**src/rtl/sar_track_ctrl.sv**
```systemverilog
`default_nettype none
// ============================================================================
//  Module   : sar_track_ctrl
//  Purpose  : Successive-approximation search of the FMDLL delay-line code,
//             with optional +/-1 bang-bang tracking after lock
//             (enabled by defining SAR_TRACK_EN).
//  Revision : 1.0  initial release
// ============================================================================
module sar_track_ctrl #(
   parameter int WIDTH  = 10,
   parameter int SETTLE = 4
) (
   input  logic             clk4,
   input  logic             rst,
   input  logic             start,
   input  logic             comp,
   output logic [WIDTH-1:0] code,
   output logic             busy,
   output logic             done,
   output logic             locked,
   output logic             sample
);

   localparam int IW = $clog2(WIDTH);
   localparam int CW = $clog2(SETTLE + 1);

   localparam logic [1:0] c_st_idle   = 2'd0;
   localparam logic [1:0] c_st_search = 2'd1;
   localparam logic [1:0] c_st_lock   = 2'd2;

   localparam logic [WIDTH-1:0] c_mid        = {1'b1, {(WIDTH-1){1'b0}}};
   localparam logic [IW-1:0]    c_idx_top    = IW'(WIDTH - 1);
   localparam logic [CW-1:0]    c_cnt_reload = CW'(SETTLE - 1);

   logic [1:0]       state_q,  state_d;
   logic [WIDTH-1:0] code_q,   code_d;
   logic [IW-1:0]    idx_q,    idx_d;
   logic [CW-1:0]    cnt_q,    cnt_d;
   logic             busy_q,   busy_d;
   logic             done_q,   done_d;
   logic             locked_q, locked_d;
   logic             sample_w;

   always_comb begin
      state_d  = state_q;
      code_d   = code_q;
      idx_d    = idx_q;
      cnt_d    = cnt_q;
      busy_d   = busy_q;
      done_d   = 1'b0;
      locked_d = locked_q;
      sample_w = 1'b0;

      case (state_q)
         c_st_search: begin
            if (cnt_q != '0) begin
               cnt_d = cnt_q - CW'(1);
            end else begin
               sample_w = 1'b1;
               if (!comp) begin
                  code_d[idx_q] = 1'b0;
               end
               if (idx_q != '0) begin
                  code_d[idx_q - IW'(1)] = 1'b1;
                  idx_d                  = idx_q - IW'(1);
                  cnt_d                  = c_cnt_reload;
               end else begin
                  state_d  = c_st_lock;
                  busy_d   = 1'b0;
                  done_d   = 1'b1;
                  locked_d = 1'b1;
                  cnt_d    = c_cnt_reload;
               end
            end
         end

         c_st_idle, c_st_lock: begin
            if (start) begin
               // Restart takes priority over any tracking step due this cycle
               state_d  = c_st_search;
               code_d   = c_mid;
               idx_d    = c_idx_top;
               cnt_d    = c_cnt_reload;
               busy_d   = 1'b1;
               locked_d = 1'b0;
            end
`ifdef SAR_TRACK_EN
            else if (state_q == c_st_lock) begin
               if (cnt_q != '0) begin
                  cnt_d = cnt_q - CW'(1);
               end else begin
                  sample_w = 1'b1;
                  cnt_d    = c_cnt_reload;
                  if (comp) begin
                     if (!(&code_q)) code_d = code_q + WIDTH'(1);
                  end else begin
                     if (|code_q) code_d = code_q - WIDTH'(1);
                  end
               end
            end
`endif
         end

         default: begin
            state_d = c_st_idle;
         end
      endcase
   end

   always_ff @(posedge clk4 or posedge rst) begin
      if (rst) begin
         state_q  <= c_st_idle;
         code_q   <= c_mid;
         idx_q    <= c_idx_top;
         cnt_q    <= '0;
         busy_q   <= 1'b0;
         done_q   <= 1'b0;
         locked_q <= 1'b0;
      end else begin
         state_q  <= state_d;
         code_q   <= code_d;
         idx_q    <= idx_d;
         cnt_q    <= cnt_d;
         busy_q   <= busy_d;
         done_q   <= done_d;
         locked_q <= locked_d;
      end
   end

   assign code   = code_q;
   assign busy   = busy_q;
   assign done   = done_q;
   assign locked = locked_q;
   assign sample = sample_w;

endmodule
`default_nettype wire

```
**config.mk**
```make
export PLATFORM = sky130hd
export DESIGN_NAME = sar_track_ctrl
export DESIGN_NICKNAME = d
export VERILOG_FILES = /design/src/rtl/sar_track_ctrl.sv
export SDC_FILE = /design/constraint.sdc
export NUM_CORES = 1
export LEC_CHECK = 0
export CAP_MARGIN = 20
export CORE_MARGIN = 1.5
export CORE_UTILIZATION = 35
export DETAILED_ROUTE_END_ITERATION = 10
export HOLD_SLACK_MARGIN = 0.12
export MAX_ROUTING_LAYER = met4
export PLACE_DENSITY_LB_ADDON = 0.2
export SYNTH_ARGS = -nofsm -noshare
export SYNTH_HDL_FRONTEND = slang
export SYNTH_SLANG_ARGS = --single-unit
```
**constraint.sdc**
```tcl
create_clock -name clk4 -period 2.1 [get_ports clk4]
set_clock_uncertainty 0.2 [all_clocks]
set_input_delay 0.315 -clock clk4 [delete_from_list [all_inputs] [get_ports clk4]]
set_output_delay 0.315 -clock clk4 [all_outputs]
set_load 0.005 [all_outputs]
```
# Word level (Yosys, flattened, before mapping)
# Cells that the tools add are included.
# word_totals
ff_bits,22
word_cells,69
# op_classes
addsub,2
n_reduce_logical,12
n_lt_le_gt_ge,4
muxes,35
bitwise_logic,3
n_eq_ne,6
# ops
cell,count
$mux W10,6
$pmux W10 S2,1
$mux W1,13
$mux W4,3
$and A10 B10 Y10,1
$lt A4 B5 Y1 const B,2
$not A10 Y10,1
$or A10 B10 Y10,1
$demux W1 S4,2
$ge A4 B1 Y1 const B,2
$ne A2 B2 Y1 const B,4
$pmux W4 S2,1
$reduce_and A4 Y1,2
$mux W2,3
$mux W3,2
$pmux W3 S2,1
$reduce_and A3 Y1,2
$pmux W1 S2,2
$pmux W2 S2,1
$reduce_bool A4 Y1,1
$sub A4 B1 Y4 const B,1
$reduce_bool A3 Y1,1
$sub A3 B1 Y3 const B,1
$eq A2 B1 Y1 const B,1
other kinds (6),7

# Logic depth before layout (Yosys ltp)
# logic_depth
depth_word,13
depth_mapped,7
mapped_depth_nobuf,6

# Worst setup path after synthesis
# Ideal clock, no wire load.
# synth_timing
path_kind,reg-to-reg
startpoint,register idx_q[0]
endpoint,register code_q[9] (netlist: code[9])
slack_ns,0.036
arrival_ns,1.769
n_path_buf,0
synth_period_minus_slack_ns,2.064
stages_incl_launch_ff,5
t_required_ns,1.806
cell_sequence,dfstp_2 > ha_1 > or2b_1 > o31a_1 > or4_1
# synth_via
elab_chain_len,13
# synth_lines
element,line,rtl
start: declaration,37,"logic [IW-1:0] idx_q, idx_d;"
start signal: assignment,114,idx_q <= c_idx_top;
start signal: assignment,122,idx_q <= idx_d;
$lt A4 B5 Y1 (not written as such) / $ge A4 B1 Y1 (equally long branches),61,code_d[idx_q] = 1'b0;
$logic_and A1 B1 Y1 (not written as such),61,
$mux W1 (not written as such),61,
$demux W1 S4,61,
$not A10 Y10 (no source line),n/a,
$and A10 B10 Y10 (no source line),n/a,
$mux W10,60,if (!comp) begin
$mux W10,56,if (cnt_q != '0) begin
$mux W10,54,case (state_q)
$or A10 B10 Y10 (no source line),n/a,
$mux W10 (*),63,if (idx_q != '0) begin
$mux W10 (*),56,
$pmux W10 S2 (*),54,
end signal: assignment,113,code_q <= c_mid;
end signal: assignment,121,code_q <= code_d;
end: declaration,36,"logic [WIDTH-1:0] code_q, code_d;"
# Every way passes the cells marked *; elsewhere a longest branch is shown, timed or not. The select of a mux whose other input is x is not followed.
# A chain may end at the register's enable or synchronous reset.

# Final worst setup path
# Ends and elaborated chain as after synthesis.

==> results.sh <==
export IMPL_path_depth=4
export IMPL_pin_count=18
export IMPL_antenna_found_initial=0
export IMPL_synth_top_cell_area_share=0.3541
export IMPL_critPathSlowestCell="dfstp_2"
export IMPL_synthCells=139
export IMPL_track_usage=0.1771
export IMPL_yosysSeqAreaShare=0.4129
export IMPL_crit_family="simple AND/OR/NAND/NOR gates"
export IMPL_finalSetupViolations=0
export IMPL_cap_violations=0
export IMPL_initial_core_util=0.3667
export IMPL_seq_power_share=0.318
export IMPL_clock_latency_ns=0.27
export IMPL_power_total_mw=2.357
export IMPL_hp_class="in2async"
export IMPL_ant_nets=0
export IMPL_synthTopCellsByArea="dfrtp_1 (35%), ha_1 (7.5%), dfstp_2 (5.9%)"
export IMPL_clk_pin_slew_worst_paths_ns=0.09
export IMPL_drt_iter0_markers=46
export IMPL_rrSetupSlack_ns=0.08
export IMPL_tightest_slew_ns=0.3507
export IMPL_met2_usage=0.2680
export IMPL_cp_endpoint="code[9]"
export IMPL_overflow=0
export IMPL_r2r_start="idx_q[0]"
export IMPL_endpoint_kind="flip-flop"
export IMPL_yosysWarnings=0
export IMPL_fin_nets=183
export IMPL_rsz0062_at_grt="false"
export IMPL_dieArea_um2=4217
export IMPL_drc=0
export IMPL_cts_tree="yes"
export IMPL_ir_drop_mv=0.7000
export IMPL_async_flop_share=1.000
export IMPL_comb_power_share=0.511
export IMPL_slew_headroom=0.7662
export IMPL_reg2reg_to="code[9]"
export IMPL_synthFlopType="dfrtp_1"
export IMPL_outcome="complete, no violations"
export IMPL_syn_area_per_cell_um2=9.659
export IMPL_drtPass1Iterations=4
export IMPL_drt_vias_per_instance=5.243
export IMPL_crit_chain="ha_1, or2b_1, o31a_1, or4_1"
export IMPL_p_int_mw=1.487
export IMPL_port_buffers=17
export IMPL_layout_min_cycle_time_ns=2.019
export IMPL_path_max_fanout=4
export IMPL_syn_area_um2=1343
export IMPL_gp_congestion=0.8564
export IMPL_cts_sinks=22
export IMPL_synth_commonest_cells="dfrtp_1 (19), nand2_1 (12), ha_1 (8), inv_1 (7)"
export IMPL_n_antenna_cell=0
export IMPL_p_sw_frac=0.3693
export IMPL_cts_root_buf="clkbuf_8"
export IMPL_clock_power_share=0.171
export IMPL_numCtsBuffers=3
export IMPL_drive_above_1_share=0.1824
export IMPL_cts_path_max_buffers=2
export IMPL_rows=22
export IMPL_cts_hold_buf=0
export IMPL_yosysMostFrequentCell="dfrtp_1"
export IMPL_r2r_cells=4
export IMPL_finalNonFillerCells=218
export IMPL_use_met1=0.2407
export IMPL_cpPeakStageDelay_ns=0.56
export IMPL_grt_busiest_layer="met2"
export IMPL_dpl_hpwl_mm=2.312
export IMPL_htree_levels=1
export IMPL_placed_cells=212
export IMPL_routedWlPerCell_um=14.53
export IMPL_max_freq_ghz=0.4953
export IMPL_use_met3=0.02083
export IMPL_fp_coreArea_um2=3661
export IMPL_ys_seq_elements=22
export IMPL_startpoint="idx_q[0]"
export IMPL_slew_viol_final=0
export IMPL_cp_data_required_time_ns=2.09
export IMPL_synthDistinctLibCells=44
export IMPL_dr_total_vias=1143
export IMPL_finalSetupTns_ns=0
export IMPL_fin_util=0.4774
export IMPL_critPathArrivalTime_ns=2.00
export IMPL_grt_max_degree=23
export IMPL_synth_enable_flop_cells=0
export IMPL_synthesis_nets=151
export IMPL_syn_to_final_growth_pct=30.20
export IMPL_fp_dieH_um=64.94
export IMPL_grt_pass1_wl_mm=5.582
export IMPL_hold_viol=0
export IMPL_totalWireLength_mm=3.168
export IMPL_switching_power_mw=0.8705
export IMPL_p_per_area_nw_per_um2=1349
export IMPL_grt_pass1_vias=1173
export IMPL_critical_path_class="reg2reg"
export IMPL_setup_worst_path_start_class="flip-flop"
export IMPL_yosysTopAreaCell="dfrtp_1"
export IMPL_crit_buf_inv=0
export IMPL_cellLeakagePower_nw=0.7609
export IMPL_fill_cells=346
export IMPL_dieWidth_um=64.94
export IMPL_min_period_over_period=0.9615
[cells by family (layout without fill, tap and decap cells)]
family,after synthesis,count (layout),share of synthesized area
buffers and inverters,16,47,0.05405
adders and majority gates,8,8,0.07456
AOI/OAI and AO/OA,28,28,0.1501
muxes,4,4,0.02982
DFF,22,22,0.4129
and+or+nand+nor,61,61,0.2787
[registers in the layout, indices dropped and copies added, names as in the netlist]
register and flops:
state_q 2, cnt_q 3, idx_q 4, code 10
busy 1, done 1, locked 1
[cell usage in the layout, fill, tap and decap left out, types with 5 or more instances in the layout]
cell,instances
clkdlybuf4s50_1,16
nand4_1,6
buf_4,18
nand2_1,12
inv_1,5
ha_1,7
dfrtp_1,19
nor2_1,6
or2b_1,5
[worst register-to-register path: cells and delay by family, from the launching register on]
kind	cells	cell delay [ns]
compound gates	1	0.24
flops	1	0.56
fa+ha+maj	1	0.17
simple gates	2	0.77
[cell type report]
cell class                 instances  area (um2)  share of cell area
inverter                           8       30.03             0.01718
timing repair buffer              35       304.0              0.1739
clock inverter                     1       30.03             0.01718
multi-input combinational        101       728.2              0.4166
sequential                        22       554.3              0.3171
clock buffer                       3       41.29             0.02362
tap                               48       60.06             0.03436
[stage by stage]
stage	instance area (um2)	hold slack [ns]	worst slack, ns
2_1_floorplan	1343	0.1020	0.03645
3_3_place_gp	1650	0.2614	0.08738
3_5_place_dp	1650	0.2685	0.08473
4_1_cts	1748	0.1902	0.08649
5_1_grt	1748	0.2312	0.01648
6_report	1748	0.1801	0.08091
[how the worst min path moves through the flow]
stage | startpoint | endpoint | slack (ns) | cells past startpoint
2_1_floorplan | rst | busy | 0.10 | 1
3_3_place_gp | busy | busy | 0.26 | 1
3_5_place_dp | locked | locked | 0.27 | 2
4_1_cts | rst | code[2] | 0.19 | 3
5_1_grt | rst | code[2] | 0.23 | 3
6_report | rst | code[2] | 0.18 | 3
[layer usage]
metal / part of all wire / routed length (um) / vias to the layer above
met5: 0 / 0 / -
met4: 0.022 / 70 / 0
met3: 0.018 / 56 / 7
met2: 0.47 / 1483 / 14
met1: 0.49 / 1557 / 550
li1: - / - / 572
[what timing repair did]
action                                 CTS  global route
endpoints found under the hold margin    0             0
gates resized for setup                  5             0
setup endpoints to repair                1             0
buffers inserted                         2             0
[power groups by stage]
| stage | clock [mW] | sequential, mW | combinational, mW |
|---|---|---|---|
| 2_1_floorplan | 0 | 0.728 | 0.683 |
| 3_3_place_gp | 0 | 0.750 | 1.14 |
| 3_5_place_dp | 0 | 0.763 | 1.14 |
| 4_1_cts | 0.416 | 0.751 | 1.20 |
| 5_1_grt | 0.435 | 0.780 | 1.34 |
| 6_report | 0.402 | 0.750 | 1.21 |
Power figures use the tool's default switching activity.
